$ cat config.mk
export PLATFORM = sky130hd
export DESIGN_NAME = arb_req_fifo
export DESIGN_NICKNAME = d
export VERILOG_FILES = /design/src/rtl/arb_req_fifo.sv
export SDC_FILE = /design/constraint.sdc
export NUM_CORES = 1
export LEC_CHECK = 0
export ABC_AREA = 0
export ABC_CLOCK_PERIOD_IN_PS = 4100
export CAP_MARGIN = 20
export CORE_ASPECT_RATIO = 0.75
export CORE_MARGIN = 1.5
export CORE_UTILIZATION = 35
export CTS_BUF_LIST = sky130_fd_sc_hd__clkbuf_4 sky130_fd_sc_hd__clkbuf_8 sky130_fd_sc_hd__clkbuf_16
export CTS_CLUSTER_SIZE = 8
export DETAILED_ROUTE_END_ITERATION = 6
export PLACE_DENSITY_LB_ADDON = 0.3
export SLEW_MARGIN = 15
export SYNTH_ARGS = -nofsm -noshare
export SYNTH_HDL_FRONTEND = slang
export SYNTH_SLANG_ARGS = --single-unit
$ cat constraint.sdc
create_clock -name clk -period 4.1 [get_ports clk]
set_input_delay 0.615 -clock clk [delete_from_list [all_inputs] [get_ports clk]]
set_output_delay 0.615 -clock clk [all_outputs]
set_load 0.005 [all_outputs]
$ cat src/rtl/arb_req_fifo.sv
// ---------------------------------------------------------------------------
// arb_req_fifo
//   Two independent per-channel request FIFOs feeding a 2-way round-robin
//   arbiter. Each non-empty queue raises its req bit. A one-hot grant pops
//   the head of that channel onto a registered output with one cycle of
//   latency.
//
// Parameters
//   DATA_W    payload width in bits
//   DEPTH     entries per channel queue (power of two, >= 2)
//
// Ports
//   clk        clock, rising edge
//   rst        asynchronous active-high reset
//   in_valid   [1:0] per-channel write strobe
//   in_data0   channel 0 write payload
//   in_data1   channel 1 write payload
//   in_ready   [1:0] channel queue not full (from registered state)
//   req        [1:0] channel queue non-empty (from registered state)
//   grant      [1:0] arbiter grant (00, 01 or 10 are legal)
//   out_valid  one-cycle strobe marking a dequeued entry
//   out_data   dequeued payload (holds its value when no pop occurs)
//   out_ch     channel index of the dequeued payload
//   err        sticky protocol-error flag, present only when
//              ARB_REQ_FIFO_ERR_EN is defined
// ---------------------------------------------------------------------------
module arb_req_fifo #(
   parameter int unsigned DATA_W = 8,
   parameter int unsigned DEPTH  = 4
) (
   input  logic              clk,
   input  logic              rst,
   input  logic [1:0]        in_valid,
   input  logic [DATA_W-1:0] in_data0,
   input  logic [DATA_W-1:0] in_data1,
   output logic [1:0]        in_ready,
   output logic [1:0]        req,
   input  logic [1:0]        grant,
   output logic              out_valid,
   output logic [DATA_W-1:0] out_data,
   output logic              out_ch
`ifdef ARB_REQ_FIFO_ERR_EN
   ,
   output logic              err
`endif
);

   localparam int unsigned PTR_W = $clog2(DEPTH);
   localparam int unsigned CNT_W = PTR_W + 1;

   logic [DATA_W-1:0] mem    [2][DEPTH];
   logic [PTR_W-1:0]  wr_ptr [2];
   logic [PTR_W-1:0]  rd_ptr [2];
   logic [CNT_W-1:0]  count  [2];
   logic [DATA_W-1:0] wdata  [2];
   logic [1:0]        push;
   logic [1:0]        pop;

   assign wdata[0] = in_data0;
   assign wdata[1] = in_data1;

   // Status flags come from the registered counts only.
   always_comb begin
      in_ready = 2'b00;
      req      = 2'b00;
      for (int i = 0; i < 2; i++) begin
         in_ready[i] = (count[i] != CNT_W'(DEPTH));
         req[i]      = (count[i] != '0);
      end
   end

   // Push needs room; pop needs a strictly one-hot grant and a non-empty queue.
   always_comb begin
      push    = in_valid & in_ready;
      pop     = 2'b00;
      pop[0]  = (grant == 2'b01) && req[0];
      pop[1]  = (grant == 2'b10) && req[1];
   end

   // Queue storage carries no reset; only pointers/counts define validity.
   always_ff @(posedge clk) begin
      for (int i = 0; i < 2; i++) begin
         if (push[i]) begin
            mem[i][wr_ptr[i]] <= wdata[i];
         end
      end
   end

   // Pointer and occupancy bookkeeping; pointers wrap naturally at DEPTH.
   always_ff @(posedge clk or posedge rst) begin
      if (rst) begin
         for (int i = 0; i < 2; i++) begin
            wr_ptr[i] <= '0;
            rd_ptr[i] <= '0;
            count[i]  <= '0;
         end
      end else begin
         for (int i = 0; i < 2; i++) begin
            if (push[i]) begin
               wr_ptr[i] <= wr_ptr[i] + PTR_W'(1);
            end
            if (pop[i]) begin
               rd_ptr[i] <= rd_ptr[i] + PTR_W'(1);
            end
            case ({push[i], pop[i]})
               2'b10:   count[i] <= count[i] + CNT_W'(1);
               2'b01:   count[i] <= count[i] - CNT_W'(1);
               default: count[i] <= count[i];
            endcase
         end
      end
   end

   // Registered dequeue port; data/channel hold between pops.
   always_ff @(posedge clk or posedge rst) begin
      if (rst) begin
         out_valid <= 1'b0;
         out_data  <= '0;
         out_ch    <= 1'b0;
      end else begin
         out_valid <= |pop;
         if (pop[0]) begin
            out_data <= mem[0][rd_ptr[0]];
            out_ch   <= 1'b0;
         end else if (pop[1]) begin
            out_data <= mem[1][rd_ptr[1]];
            out_ch   <= 1'b1;
         end
      end
   end

`ifdef ARB_REQ_FIFO_ERR_EN
   logic bad_c;

   // Illegal grant, grant to an empty queue, or a write into a full queue.
   always_comb begin
      bad_c = (grant == 2'b11)
            || ((grant == 2'b01) && !req[0])
            || ((grant == 2'b10) && !req[1])
            || (|(in_valid & ~in_ready));
   end

   always_ff @(posedge clk or posedge rst) begin
      if (rst) begin
         err <= 1'b0;
      end else if (bad_c) begin
         err <= 1'b1;
      end
   end
`endif

endmodule

# Word-level counts from Yosys, hierarchy flattened
# Memory sizes are Yosys's and may differ from the RTL's.
# Index checks and enable logic that the tools add are counted.
# totals
reg_bits	24
ram_bits	64
wordCells	67
memories	1
# classes
n_addsub	8
n_lt_le_gt_ge	6
n_eq_ne	8
n_mux	20
bitwise_logic	5
n_reduce_logical	10
# memory_table
memory	words	word_bits	read_ports	rd_ports_with_merged_regs	wr	line_no	text
mem	2	32	2	0	2	51	logic [DATA_W-1:0] mem [2][DEPTH];
# op_table
operator	count
2-to-1 mux 32 bit	2
2-to-1 mux 8 bit	8
binary-select mux 8 bit (select 2 bit)	2
demux 8 bit (select 2 bit)	2
>= comparator 3 bit (second input constant)	4
inverter 2 -> 3 bit	4
case mux 3 bit (2 select lines)	2
adder 2 x 1 -> 2 bit (second input constant)	4
adder 3 x 1 -> 3 bit (second input constant)	2
== test 2 x 1 -> 1 bit (second input constant)	3
== test 2 bit (second input constant)	3
< comparator 3 x 1 -> 1 bit (second input constant)	2
inequality test 3 bit (second input constant)	2
nonzero test 2 bit	3
nonzero test 3 bit	2
subtractor 3 x 1 -> 3 bit (second input constant)	2
logical AND 1 bit	4
2-to-1 mux 1 bit	4
AND 2 bit	1
OR reduction 2 bit	1

# Logic depth before layout (Yosys ltp)
# Gate-level depths: netlist of run 1.
# depth
depth_word	6
depth_mapped	10
mapped_depth_nobuf	9

# Worst setup path after synthesis of run 1
# OpenSTA, ideal clock, no wires.
# synth_path
kind	input port to flip-flop
from	input grant[0]
to	register count[5] in the netlist's numbering
setup_time_ps	79
t_arrival_ps	2149
required_time_ps	4021
slack_ps	1871
path_stages	10
cell_sequence	nor2b_1 > clkbuf_1 > nand2_1 > inv_1 > ha_1 > inv_1 > fa_1 > xor2_1 > nor2_1 > xor2_1
# synth_via
elab_chain_len	4
# synth_lines
element	line_no	text
start, declared	38	input logic [1:0] grant,
== test 2 x 1 -> 1 bit *	76	pop[0] = (grant == 2'b01) && req[0];
logical AND 1 bit *	76	
== test 2 x 1 -> 1 bit or == test 2 bit (tied branches)	105	case ({push[i], pop[i]})
case mux 3 bit (2 select lines) or nonzero test 2 bit (tied branches)	n/a	
end signal, assigned by index	106	2'b10: count[i] <= count[i] + CNT_W'(1);
end signal, assigned by index	107	2'b01: count[i] <= count[i] - CNT_W'(1);
end signal, assigned by index	108	default: count[i] <= count[i];
end, declared	54	logic [CNT_W-1:0] count [2];
# Every way passes the cells marked *; elsewhere a longest branch is shown, timed or not.
# A chain may end at the register's enable or synchronous reset.

# Worst setup path after layout of run 1
# Same ends and word-level chain as after synthesis.

==> results by group, run 1 <==
Clock network
  • Clock Latency Late Sink: 330 ps
  • Clock buffer depth: 2
  • CTS Buf Count: 9
  • Post_cts resized: 0
  • CTS Root Cell: clkbuf_16
  • CTS clk-pin slew, worst paths: 60 ps
  • CTS tree: yes
  • TritonCTS Sinks: 88
  • Post-CTS Setup Bufs: 0
  • Hold Buf Count CTS: 0
  • CTS H-tree depth: 3

Finish
  • Post-Layout Cell Count: 371
  • Number of diodes: 0
  • Layout Utilization: 0.447
  • Share of layout cells above drive strength 1: 0.126
  • Layout Nets: approximately 270
  • Layout overhead on the synthesized area: 22.0%

Critical path
  • Critical path capture point type: flip-flop
  • Class of the most critical setup path: in -> reg
  • Worst setup SP type: input port
  • Critical path required time: 4350 ps
  • Critical-path maximum fanout: 11
  • CP arrival: 3030 ps

Drt
  • DRT iter0 DRCs: 79
  • DR top layer: met4
  • DRC: 0
  • Post-Route M1 WL: 3170 µm
  • Routed wire length: between 6000 and 7000 µm
  • Post-route ant nets: 0
  • Pre-Repair DR Iteration Count: 4
  • Vias per cell: 4.77
  • WL met3: 265 µm
  • WL/cell: approximately 17 µm
  • Vias post-DR: roughly 1800
  • Wire length on met2: 2830 µm

Synth
  • Xor and xnor area share after synthesis: 0.0291
  • Synth async-reset ratio: 0.273
  • Number of synthesized register bits: 88
  • Netlist cell types: 27
  • Mapped Nets: around 230
  • Top cells by instance count after synthesis: edfxtp_1 (64), dfrtp_1 (24), and3_1 (16), inv_1 (15), ha_1 (10)
  • Synth warn: 0
  • Post-synthesis mux area share: 0.119
  • Top-count cell post-synth: edfxtp_1
  • Complex-gate fraction of the synthesized area: 0.0277
  • Cell count after synthesis: around 200
  • Synth area leaders: edfxtp_1 (53%), dfrtp_1 (17%), mux4_2 (5.6%)
  • Sequential area share after synthesis: 0.699
  • Synth Flop Type: edfxtp_1
  • Largest family of logic cells by synthesized area: multiplexers
  • Synth Area in Simple Gates: 0.0513
  • Post-synth EDFFs: 64
  • Avg Cell Area, Syn: 18.5 µm²
  • Synthesized area: between 3000 and 4000 µm²
  • Post-Synth Adder-Cell Area: 0.0457
  • Area leader, netlist: edfxtp_1
  • Yosys top cell area share: 0.532

Floorplanning
  • Die W: 120 µm
  • DIE AREA: 10900 µm²
  • Site Rows: 31
  • Die height: slightly above 90 µm
  • # IOs: 36
  • Starting Density: 0.367
  • Core Area: 9850 µm²

Timing
  • Peak Freq: 359 MHz
  • Endpoints failing setup: 0
  • Final Hold Fails: 0
  • Total negative slack: 0 ps
  • Minimum clock period: 2780 ps
  • Min Hold Slack: 487 ps
  • Clock Skew: 7.62 ps
  • Unrepaired setup endpoints after global routing: false
  • Final period util: 0.679
  • Tightest Pin Transition: between 700 and 800 ps
  • Fin. max-slew vios: 0
  • Setup ws final: 1320 ps
  • Worst slew margin: 0.517

GRT
  • Initial antenna violation count: 0
  • Largest net degree at the start of global routing: 25
  • Grt total ovfl: 0
  • Total GRT Usage: 0.127
  • Vias in the first global route: 1837
  • First-pass GRT wire length: 10200 µm

Job
  • Max Cap Viol: 0

Placed design
  • Port Buffer Count: 35
  • Inst Count DP: roughly 350
  • HPWL after DPL: 4490 µm
  • Gp weighted congestion: 0.745
  • Worst slack, placed: 1030 ps

Pwr
  • Leakage: ~1.7 nW
  • Power per cell area: 681 nW/µm²
  • Peak supply drop: 0.000316 V

Run status
  • Status: finished clean

Min path
  • Hold Crit Class: reg -> reg
## registers in the layout (all words and copies together) (netlist names)
| name | cells |
|---|---|
| mem | 64 |
| out_data | 8 |
| count | 6 |
| rd_ptr | 4 |
| wr_ptr | 4 |
| out_ch | 1 |
| out_valid | 1 |
## worst max-delay path, stage by stage
cell,delay (ps)
clkdlybuf4s50_1,470
nor2b_1,590
nand2_1,230
inv_1,100
ha_1,180
inv_1,60
fa_1,370
xor2_1,150
nor2_1,110
xor2_1,150
## final timing paths
| check | to | cells past startpoint | slack [ps] | startpoint |
|---|---|---|---|---|
| worst min register to register | count[2] | 1 | 490 | count[2] |
| worst min-delay path | count[2] | 1 | 490 | count[2] |
| worst max-delay path | count[5] | 10 | 1320 | grant[0] |
| min in group asynchronous | wr_ptr[2] | 2 | 520 | rst |
| worst max register to register | count[2] | 9 | 1790 | count[0] |
| max in group asynchronous | count[0] | 3 | 3170 | rst |
## placed cells by master, fill, tap and decap left out
cell | netlist | final
a21o_1 | 1 | 1
a221o_1 | 8 | 8
a22oi_2 | 1 | 1
and2_1 | 2 | 2
and2_4 | 1 | 1
and3_1 | 16 | 16
buf_16 | 0 | 1
bufinv_16 | 0 | 1
clkbuf_16 | 0 | 9
clkbuf_4 | 0 | 2
clkbuf_8 | 0 | 1
clkdlybuf4s50_1 | 0 | 35
clkinv_2 | 0 | 3
dfrtp_1 | 24 | 24
edfxtp_1 | 64 | 64
fa_1 | 2 | 2
ha_1 | 10 | 10
inv_1 | 15 | 15
mux2_2 | 2 | 2
mux2i_1 | 2 | 2
mux4_1 | 7 | 7
mux4_2 | 9 | 9
nand2_1 | 1 | 1
nand3_1 | 2 | 2
nor2_1 | 2 | 2
nor2b_1 | 2 | 2
or3_1 | 2 | 2
or3b_1 | 2 | 2
xnor2_1 | 7 | 7
xor2_1 | 5 | 5
## power by group
part,total (W),internal (W),switching (W)
logic,0.000789,0.000455,0.000334
registers,0.00141,0.00122,0.000195
clock network,0.000798,0.000499,0.000300
## cells by family (layout without fill, tap and decap cells)
kind of cell,after synthesis,after routing
multiplexers,20,20
flip-flops,88,88
adder cells (fa/ha/maj),12,12
AO/OA/AOI/OAI,10,10
AND/OR/NAND/NOR,30,30
buffers and inverters,23,67
XOR/XNOR,12,12
## through the flow
step	area, µm²	total power (W)
floorplan	3610	0.00192
global placement	4080	0.00222
detailed placement	4080	0.00224
CTS	4380	0.00304
global route	4410	0.00318
finish	4410	0.00300
## metal layers
layer / up-vias / global-route usage
li1: 827 / -
met1: 907 / 0.180
met2: 31 / 0.186
met3: 6 / 0.0427
met4: 0 / 0.0412
met5: - / 0
## cell type report
type                       instances  area, µm²
clock buffer                      12        254
multi-input combinational         84        985
clock inverter                     4       45.0
sequential                        88       2520
tap                              132        165
fill                             884       5450
timing repair buffer              36        378
inverter                          15       56.3
Power figures use the tool's default switching activity.
==> run 2, diff against run 1 <==
--- a/config.mk
+++ b/config.mk
@@ -6,7 +6,7 @@
 export NUM_CORES = 1
 export LEC_CHECK = 0
 export ABC_AREA = 0
-export ABC_CLOCK_PERIOD_IN_PS = 4100
+export ABC_CLOCK_PERIOD_IN_PS = 2800
 export CAP_MARGIN = 20
 export CORE_ASPECT_RATIO = 0.75
 export CORE_MARGIN = 1.5
==> constraint.sdc (replaced) <==
create_clock -name clk -period 2.8 [get_ports clk]
set_input_delay 0.42 -clock clk [delete_from_list [all_inputs] [get_ports clk]]
set_output_delay 0.42 -clock clk [all_outputs]
set_load 0.005 [all_outputs]
==> run 2 against run 1 <==
  * Critical path type is now reg -> reg
  * Global-route usage increased by 0.45 points
  * Sequential share of layout area increased by 0.21 points
  * First-iteration DRC count increased by 41%
  * Die area unchanged
  * Sequential cell count unchanged
  * Final cell count increased by 0.54%
==> results by group, run 2 (same netlist as run 1, synthesis figures left out) <==
Run status
  • Status: finished clean

Placed design
  • HPWL after DPL: 4640 µm
  • Gp weighted congestion: 0.768
  • Port Buffer Count: 35

Timing
  • Minimum clock period: 2310 ps
  • Total negative slack: 0 ps
  • Final Hold Fails: 0
  • Tightest Pin Transition: around 650 ps
  • Worst slew margin: 0.568
  • Endpoints failing setup: 0
  • Fin. max-slew vios: 0
  • Unrepaired setup endpoints after global routing: false
  • Clock Skew: 7.84 ps
  • Peak Freq: ~430 MHz
  • Final period util: 0.826

Clock network
  • Clock Latency Late Sink: 330 ps
  • TritonCTS Sinks: 88
  • CTS Buf Count: 9
  • Hold Buf Count CTS: 0
  • CTS Root Cell: clkbuf_16
  • CTS clk-pin slew, worst paths: 60 ps
  • CTS H-tree depth: 3
  • Clock buffer depth: 2
  • Post-CTS Setup Bufs: 0
  • CTS tree: yes
  • Post_cts resized: 0

Critical path
  • Critical path required time: 3050 ps
  • Slowest cell on the critical path: or3b_1
  • Critical path capture point type: flip-flop
  • Worst path cell trace: or3b_1, and2_1, inv_1, ha_1, inv_1, fa_1, xor2_1, nor2_1, xor2_1
  • Worst Reg-to-Reg Cells: 9
  • Crit-path leading delay family: simple AND/OR/NAND/NOR gates
  • Reg-to-reg slack, setup: 490 ps
  • Critical-path maximum fanout: 6
  • Worst r2r dst: count[5]
  • Worst path buffer plus inverter count: 2
  • Class of the most critical setup path: reg -> reg
  • Max incr delay on CP: 470 ps
  • Reg2reg start: count[3]
  • Worst setup SP type: flip-flop
  • CP arrival: 2560 ps

Finish
  • Number of diodes: 0
  • Most common cell after layout, fill and taps aside: edfxtp_1
  • Layout Nets: between 200 and 300
  • Share of layout cells above drive strength 1: 0.124
  • Largest register FFs: 64
  • Layout overhead on the synthesized area: 21.6%
  • Filler cell count: 879
  • Most frequent cells in the layout: edfxtp_1 (64), clkdlybuf4s50_1 (35), dfrtp_1 (24)

Drt
  • Post-route ant nets: 0
  • Routed wire length: between 6000 and 7000 µm
  • DRC: 0
  • Pre-Repair DR Iteration Count: 4
  • DRT iter0 DRCs: 111
  • WL/cell: 17.6 µm
  • Vias per cell: between 4 and 5
  • Vias post-DR: 1787

Pwr
  • Tot Pwr: 0.00440 W
  • Power per cell area: 1000 nW/µm²
  • Peak supply drop: approximately 0.00047 V
  • Leakage: 1.68 nW

GRT
  • Initial antenna violation count: 0
  • Largest net degree at the start of global routing: 25
  • GR peak layer: met2
  • Total GRT Usage: 0.132
  • Met3 Use GR: 0.0578
  • First-pass GRT wire length: 10400 µm
  • Grt met1 use: 0.176
  • Grt total ovfl: 0
  • Vias in the first global route: approximately 1900
  • Met2 Track Usage GR: 0.201

Min path
  • Hold Crit Class: in -> async

Job
  • Max Cap Viol: 0

Floorplanning
  • # IOs: 36
  • DIE AREA: 10900 µm²
  • Site Rows: 31
  • Starting Density: 0.367
  • Die W: 120 µm
  • Core Area: ~9900 µm²
  • Die height: roughly 90 µm
run 2: cell types whose count changed in the layout (fill, tap and decap cells not counted), sizes merged:
| cell | before | now |
|---|---|---|
| buf | 1 | 3 |
| clkbuf | 12 | 11 |
| clkinv | 3 | 4 |
run 2: where the power goes:
| group | switching [W] | internal [W] | total (W) |
|---|---|---|---|
| clock network | 0.000447 | 0.000701 | 0.00115 |
| logic | 0.000502 | 0.000678 | 0.00118 |
| registers | 0.000291 | 0.00179 | 0.00208 |
| total | 0.00124 | 0.00316 | 0.00440 |
run 2: tightest hold or removal path: cells and delay by family:
kind,cells,cell delay (ps)
buffers and inverters,3,740
run 2: worst max-delay path by stage:
stage	to	start	slack [ps]	cells after the start
5_1_grt	count[5]	count[3]	310	9
2_1_floorplan	count[5]	count[3]	670	9
3_5_place_dp	count[2]	grant[1]	200	9
6_report	count[5]	count[3]	490	9
3_3_place_gp	count[2]	grant[1]	270	9
4_1_cts	count[5]	count[3]	460	9
run 2: area by class of cell:
type                    count  area (µm²)  area share
inverters                  15        56.3      0.0128
flip-flops and latches     88        2520       0.575
well taps                 132         165      0.0376
clock buffers              11         240      0.0547
multi-input cells          84         985       0.224
clock inverters             5        47.5      0.0108
repair buffers             38         373      0.0849
run 2: metal layers:
layer | routed length, µm | up-vias | share of wire
li1 | - | 834 | -
met4 | 61 | 0 | 0.0093
met2 | 3070 | 33 | 0.47
met5 | 0 | - | 0
met3 | 326 | 6 | 0.050
met1 | 3090 | 914 | 0.47
run 2: metrics by stage:
step / hold WS (ps) / instances / area [µm²] / util / setup WS (ps)
after floorplan: 435 / 195 / 3610 / - / 669
after global placement: 464 / 357 / 4100 / 0.416 / 268
after detailed placement: 470 / 357 / 4100 / 0.416 / 200
after CTS: 447 / 373 / 4390 / 0.446 / 463
after global routing: 450 / 373 / 4390 / 0.446 / 312
final: 437 / 373 / 4390 / 0.446 / 487
==> run 3, diff against run 2 <==
--- a/config.mk
+++ b/config.mk
@@ -6,7 +6,7 @@
 export NUM_CORES = 1
 export LEC_CHECK = 0
 export ABC_AREA = 0
-export ABC_CLOCK_PERIOD_IN_PS = 2800
+export ABC_CLOCK_PERIOD_IN_PS = 2400
 export CAP_MARGIN = 20
 export CORE_ASPECT_RATIO = 0.75
 export CORE_MARGIN = 1.5
==> constraint.sdc (replaced) <==
create_clock -name clk -period 2.4 [get_ports clk]
set_input_delay 0.36 -clock clk [delete_from_list [all_inputs] [get_ports clk]]
set_output_delay 0.36 -clock clk [all_outputs]
set_load 0.005 [all_outputs]
==> run 3 against run 2 <==
  * Critical path type unchanged
  * Worst hold slack worse by 70 ps
  * Sequential share of layout area down 0.62 points
  * Non-clock buffer count up 7
==> results by group, run 3 (same netlist as run 1, synthesis figures left out) <==
Timing
  • Final period util: 0.921
  • Clock Skew: between 6 and 7 ps
  • Total negative slack: 0 ps
  • Min Hold Slack: 368 ps
  • Final Hold Fails: 0
  • Endpoints failing setup: 0
  • Minimum clock period: 2210 ps
  • Worst slew margin: 0.666
  • Tightest Pin Transition: 502 ps
  • Fin. max-slew vios: 0
  • Unrepaired setup endpoints after global routing: false
  • Peak Freq: 452 MHz

Drt
  • Vias per cell: 4.78
  • DRC: 0
  • Pre-Repair DR Iteration Count: 4
  • Wire length on met2: 2810 µm
  • DRT iter0 DRCs: 103
  • DR top layer: met4
  • Post-route ant nets: 0
  • Routed wire length: approximately 6500 µm
  • WL met3: between 300 and 400 µm
  • WL/cell: 17.0 µm
  • Vias post-DR: roughly 1800
  • Post-Route M1 WL: approximately 3200 µm

GRT
  • Initial antenna violation count: 0
  • Largest net degree at the start of global routing: 25
  • Vias in the first global route: 1861
  • First-pass GRT wire length: approximately 10000 µm
  • Grt total ovfl: 0
  • Total GRT Usage: 0.131

Finish
  • Multi-input combinational cell area: 987 µm²
  • Share of layout cells above drive strength 1: 0.161
  • Most common cell after layout, fill and taps aside: edfxtp_1
  • Layout overhead on the synthesized area: 22.9%
  • Number of diodes: 0
  • Largest register FFs: 64
  • Layout Nets: 277
  • Most frequent cells in the layout: edfxtp_1 (64), clkdlybuf4s50_1 (35), dfrtp_1 (24)
  • Filler cell count: slightly below 900
  • Storage cell area: approximately 2500 µm²

Job
  • Max Cap Viol: 0

Floorplanning
  • Site Rows: 31
  • Die W: roughly 120 µm
  • # IOs: 36
  • Die height: around 90 µm
  • Starting Density: 0.367
  • DIE AREA: 10900 µm²
  • Core Area: about 10000 µm²

Pwr
  • Leakage: about 1.7 nW
  • Peak supply drop: between 0.0004 and 0.0005 V
  • Power per cell area: between 1000 and 1500 nW/µm²

Placed design
  • Port Buffer Count: 35
  • Gp weighted congestion: 0.696
  • HPWL after DPL: 4660 µm

Critical path
  • Class of the most critical setup path: reg -> reg
  • Critical-path maximum fanout: 6
  • Worst setup SP type: flip-flop
  • Critical path capture point type: flip-flop
  • Critical path required time: 2660 ps
  • CP arrival: approximately 2500 ps

Min path
  • Hold Crit Class: in -> async

Clock network
  • CTS clk-pin slew, worst paths: 60 ps
  • TritonCTS Sinks: 88
  • CTS tree: yes
  • CTS Root Cell: clkbuf_16
  • CTS H-tree depth: 3
  • Clock Latency Late Sink: 340 ps
  • Clock buffer depth: 2
  • CTS Buf Count: 9

Run status
  • Status: finished clean
## run 3: cell count changes in the layout (fill, tap and decap cells not counted), sizes merged
cell | previous run | this run
clkbuf | 11 | 12
buf | 3 | 10
bufinv | 1 | 0
## run 3: cell type report
cell class                      count  share of cell area
Clock buffer                       12              0.0587
Multi-Input combinational cell     84               0.223
Clock inverter                      4             0.00451
Inverter                           15              0.0127
Sequential cell                    88               0.569
Timing Repair Buffer               45              0.0959
Tap cell                          132              0.0372
## run 3: final timing paths
check / start / to / slack (ps) / cells after the start
max in group asynchronous: rst / out_valid / 1780 / 3
worst max-delay path: count[0] / count[2] / 190 / 9
worst min register to register: count[2] / count[2] / 480 / 1
worst min-delay path: rst / wr_ptr[3] / 370 / 3
min in group clk: count[2] / count[2] / 480 / 1
worst max register to register: count[0] / count[2] / 190 / 9
## run 3: routing by layer
metal / up-vias / track usage
met5: - / 0
met3: 11 / 0.0565
met1: 923 / 0.183
met4: 0 / 0.0529
li1: 843 / -
met2: 39 / 0.180
## run 3: stage by stage
stage	total power [W]	utilization	instances	cell area [µm²]	setup slack, ps
final	0.00512	0.450	380	4440	190
after global placement	0.00387	0.422	364	4150	101
after detailed placement	0.00389	0.422	364	4150	43.4
after CTS	0.00521	0.450	380	4430	113
after global routing	0.00543	0.450	380	4440	16.0
after floorplan	0.00328	-	195	3610	269
## run 3: what timing repair did
action / in CTS / in global routing
setup endpoints to repair: 0 / 1
gates resized for setup: 0 / 1
setup buffers: 0 / 0
hold buffers: 0 / 0
## run 3: worst max-delay path, cell delays in order, from the launching register on
cell and delay [ps]:
dfrtp_1 410, or3b_4 420, and2_1 220, inv_1 80
ha_1 180, inv_1 60, fa_1 370, xor2_1 150
nor2_1 110, xor2_1 160
## run 3: power by group
group	internal [W]	switching, W
clock network	0.000761	0.000532
logic	0.000843	0.000637
registers	0.00208	0.000264
total	0.00369	0.00143
